File: src/rtl/arbitro_multiplicacion.sv
// rtl/arbitro_multiplicacion.sv - round-robin arbiter sharing one n-bit multiplier between two requesters
module arbitro_multiplicacion #(
   parameter int n           = 4,
   parameter int CICLOS_CALC = 1
) (
   input  logic         clk,
   input  logic         rst,
   input  logic         req0_valid,
   input  logic [n-1:0] req0_a,
   input  logic [n-1:0] req0_b,
   output logic         req0_ready,
   input  logic         req1_valid,
   input  logic [n-1:0] req1_a,
   input  logic [n-1:0] req1_b,
   output logic         req1_ready,
   output logic         resp0_valid,
   input  logic         resp0_ready,
   output logic         resp1_valid,
   input  logic         resp1_ready,
   output logic [n-1:0] c,
   output logic [3:0]   banderas
);

   typedef enum logic [1:0] {IDLE, CALC, RESP} estado_t;

   localparam int            CW      = (CICLOS_CALC > 1) ? $clog2(CICLOS_CALC) : 1;
   localparam logic [CW-1:0] CNT_FIN = CW'(CICLOS_CALC - 1);

   estado_t       estado;
   logic          prio;
   logic          dueno;
   logic [n-1:0]  op_a;
   logic [n-1:0]  op_b;
   logic [CW-1:0] cnt;
   logic [n:0]    prod;
   logic          gnt0;
   logic          gnt1;

   // prio only breaks ties; a lone requester is always granted
   always_comb begin
      gnt0 = req0_valid && (!req1_valid || !prio);
      gnt1 = req1_valid && (!req0_valid || prio);
   end

   assign req0_ready = (estado == IDLE) && gnt0;
   assign req1_ready = (estado == IDLE) && gnt1;

   // only prod[n:0] is observed, so the product is computed n+1 bits wide
   assign prod = {1'b0, op_a} * {1'b0, op_b};

   always_ff @(posedge clk) begin
      if (rst) begin
         estado      <= IDLE;
         prio        <= 1'b0;
         dueno       <= 1'b0;
         op_a        <= '0;
         op_b        <= '0;
         cnt         <= '0;
         c           <= '0;
         banderas    <= '0;
         resp0_valid <= 1'b0;
         resp1_valid <= 1'b0;
      end else begin
         case (estado)
            IDLE: begin
               if (gnt0 || gnt1) begin
                  op_a   <= gnt1 ? req1_a : req0_a;
                  op_b   <= gnt1 ? req1_b : req0_b;
                  dueno  <= gnt1;
                  cnt    <= '0;
                  estado <= CALC;
               end
            end
            CALC: begin
               cnt <= cnt + 1'b1;
               if (cnt == CNT_FIN) begin
                  c           <= prod[n-1:0];
                  banderas    <= {1'b0, (prod[n-1:0] == '0), 1'b0, prod[n]};
                  resp0_valid <= !dueno;
                  resp1_valid <= dueno;
                  estado      <= RESP;
               end
            end
            RESP: begin
               if ((resp0_valid && resp0_ready) || (resp1_valid && resp1_ready)) begin
                  prio        <= !dueno;
                  resp0_valid <= 1'b0;
                  resp1_valid <= 1'b0;
                  estado      <= IDLE;
               end
            end
            default: estado <= IDLE;
         endcase
      end
   end

endmodule

File: config.mk
export PLATFORM = sky130hd
export DESIGN_NAME = arbitro_multiplicacion
export DESIGN_NICKNAME = d
export VERILOG_FILES = /design/src/rtl/arbitro_multiplicacion.sv
export SDC_FILE = /design/constraint.sdc
export NUM_CORES = 1
export LEC_CHECK = 0
export CORE_MARGIN = 1
export CORE_UTILIZATION = 46
export DETAILED_ROUTE_END_ITERATION = 10
export PLACE_DENSITY_LB_ADDON = 0.1
export SLEW_MARGIN = 20
export SYNTH_ARGS = -nofsm -noshare
export SYNTH_HDL_FRONTEND = slang
export SYNTH_SLANG_ARGS = --single-unit
File: constraint.sdc
create_clock -name clk -period 3.6 [get_ports clk]
set_input_delay 0.72 -clock clk [delete_from_list [all_inputs] [get_ports clk]]
set_output_delay 0.72 -clock clk [all_outputs]
set_load 0.02 [all_outputs]
==> summary.md, run 1 <==
| Metric | Value |
|---|---|
| Outcome | complete, no violations |
| Async SR Flop Fraction | 0% |
| Final Hold Fails | 0 |
| Clock transition at the registers of the reported paths | 0.12 ns |
| Mapped Avg Cell Area | 9.228 um2 |
| CP Capture Type | output port |
| Final worst slack | 0.3535 ns |
| Vias | 942 |
| Max Root-Sink Buffers | 2 |
| RSZ-0062 raised after global routing | false |
| Ant. Diodes | 0 |
| Clock power frac | roughly a fifth |
| Reg-to-reg slack, setup | 0.50 ns |
| Share of layout cells above drive strength 1 | 6.410% |
| Seq. cell area | 420.4 um2 |
| Sequential area share after synthesis | 35.59% |
| Setup crit start kind | input port |
| Achievable frequency | 308.0 MHz |
| Relative slew slack | 45.70% |
| Antenna violations before repair | 0 |
| Final WL | between 2 and 2.5 mm |
| Setup WS pre-CTS | ~0.34 ns |
| Fillers | 209 |
| Vias in the first global route | 864 |
| Seq pwr share | 49.0% |
| Final min period | 3.246 ns |
| Gr usage total | 19.54% |
| HP Class | flop to flop |
| Port bufs | 31 |
| Worst Path Class, Setup | input port to output port |
| Global route overflow | 0 |
| Initial DRC Count | 5 |
| DRC errors left | 0 |
| RePlAce Congestion | 0.7847 |
| Clock latency on the worst-skew pair | approximately 0.31 ns |
| Leakage | a little over 0.6 nW |
| Area delta synth->final | 27.01% |
| Final Net Count | ~190 |
| Min Hold Slack | around 0.46 ns |
| H-Tree Depth | 1 |
| DIE HEIGHT | roughly 53 um |
| Die X | between 50 and 60 um |
| Starting Density | 50.94% |
| Mapped Area | 0.001181 mm2 |
| Synth Flop Type | dfxtp_1 |
| Worst VDD drop | 300.5 uV |
| Finished Core Util | 64.71% |
| Combinational share of power | 31.0% |
| Syn Inst Count | 128 |
| Pin count of the biggest net entering global routing | 22 |
| Wirelength per Cell | 12.53 um |
| First-pass GRT wire length | 3.822 mm |
| Synth cell types | 34 |
| Total CTS buffers | 3 |
| Final Max Slew Viols | 0 |
| CTS tree | done |
| Crit path DAT | 2.53 ns |
| Synthesis Warnings | 0 |
| Core box area | 0.002318 mm2 |
| Hold buffer count at CTS | 0 |
| Yosys reg bits | 21 |
| 1st-pass router iterations | 4 |
| Rows | 17 |
| Area occupied by multi-input gates | 676.9 um2 |
| Switching share of power | 33.00% |
| Post-CTS Setup Inserts | 0 |
| Fin crit share | 90.18% |
| Most frequent cells in the layout | clkdlybuf4s50_1 (31), dfxtp_1 (21), nand2_1 (16) |
| Clock Sinks | 21 |
| Total die area | 0.002774 mm2 |
| Clk root buf | clkbuf_4 |
| Vias per cell | 5.120 |
| Tot Pwr | 582.0 uW |
| Clock Skew | 0.003318 ns |
| Post-CTS sizing | 0 |
| Final setup TNS | 0 ns |
| Setup-failing EPs final | 0 |
| Post-DRT Antenna Nets | 0 |
| Tightest Pin Transition | 0.8120 ns |
| EDFF count, synth | 0 |
| Power Dens Cells | 387.9 mW/mm2 |
| # IOs | 34 |
| Max-Cap Viols | 0 |
| Commonest non-fill, non-tap cell in the layout | clkdlybuf4s50_1 |
| P_int | 389.9 uW |
| Post-DP HPWL | ~1.8 mm |
| Critical Path RT | ~2.9 ns |
| Crit path max fanout | 9 |
| Psw | 192.1 uW |
==> state kept, by name, indices dropped and copies added (netlist names) <==
signal       count
estado           2
resp0_valid      1
prio             1
op_b             4
dueno            1
cnt              1
op_a             4
banderas         2
resp1_valid      1
c                4
==> critical path: stages <==
cell             delay [ns]
clkdlybuf4s50_1        0.55
o21ai_4                0.15
or3_2                  0.45
inv_1                  0.06
clkdlybuf4s50_1        0.59
==> power by group through the flow <==
stage	combinational [mW]	sequential, mW	clock [mW]
after global placement	0.175	0.289	0
after floorplan	0.118	0.293	0
after CTS	0.182	0.285	0.122
final	0.180	0.285	0.117
after detailed placement	0.181	0.291	0
after global routing	0.199	0.290	0.128
==> cell families after synthesis <==
group	Yosys count	share of synthesized area, %
AO/OA/AOI/OAI	24	16.84
other	1	0.3175
flip-flops	21	35.59
XOR/XNOR	5	4.873
adder cells (fa/ha/maj)	7	9.322
buffers and inverters	16	7.414
multiplexers	9	7.627
AND/OR/NAND/NOR	45	18.01
==> layout make-up <==
| cell class | instances | share of cell area, % |
|---|---|---|
| Multi-Input combinational cell | 92 | 45.12 |
| Sequential cell | 21 | 28.02 |
| Timing Repair Buffer | 31 | 20.68 |
| Tap cell | 28 | 2.335 |
| Inverter | 8 | 2.002 |
| Clock buffer | 3 | 1.501 |
| Clock inverter | 1 | 0.3336 |
==> routing by layer <==
layer	wire [um]	up-vias	GRT usage (%)	share of wire, %
li1	-	487	-	-
met1	977	429	21.79	42
met2	1212	24	35.65	53
met3	102	2	6.377	4.4
met4	13	0	3.947	0.56
met5	0	-	0	0
==> final timing paths <==
kind,startpoint,depth (start not counted),endpoint
max,req1_valid,5,req1_ready
min reg2reg,c[0]$_SDFFE_PP0P_,2,c[0]$_SDFFE_PP0P_
min,c[0]$_SDFFE_PP0P_,2,c[0]$_SDFFE_PP0P_
max reg2reg,op_a[0]$_SDFFE_PP0P_,9,banderas[0]$_SDFFE_PP0P_
==> through the flow <==
| step | instances | area (um2) |
|---|---|---|
| after floorplan | 129 | 1185 |
| after global placement | 180 | 1473 |
| after detailed placement | 180 | 1473 |
| after CTS | 184 | 1500 |
| after global routing | 184 | 1500 |
| final | 184 | 1500 |
==> Yosys cell counts (2+ instances only) <==
cell,instances,share of area [%]
fa_1,3,5.1
a211oi_1,10,6.4
dfxtp_1,21,36
ha_1,4,4.2
buf_4,2,1.3
and2_1,6,3.2
inv_1,8,2.5
nor2_1,14,4.4
xor2_1,2,1.5
a2bb2oi_1,2,1.5
a21oi_1,7,3.0
nand2_1,16,5.1
buf_2,3,1.3
xnor2_1,2,1.5
mux2i_1,9,7.6
Power figures use the tool's default switching activity.
==> run 2, diff against run 1 <==
--- a/config.mk
+++ b/config.mk
@@ -5,8 +5,10 @@
 export SDC_FILE = /design/constraint.sdc
 export NUM_CORES = 1
 export LEC_CHECK = 0
+export CAP_MARGIN = 20
 export CORE_MARGIN = 1
 export CORE_UTILIZATION = 46
+export CTS_CLUSTER_SIZE = 24
 export DETAILED_ROUTE_END_ITERATION = 10
 export PLACE_DENSITY_LB_ADDON = 0.1
 export SLEW_MARGIN = 20
==> results of run 2 <==
The final DEF is identical to that of run 1; final timing and power are the same.
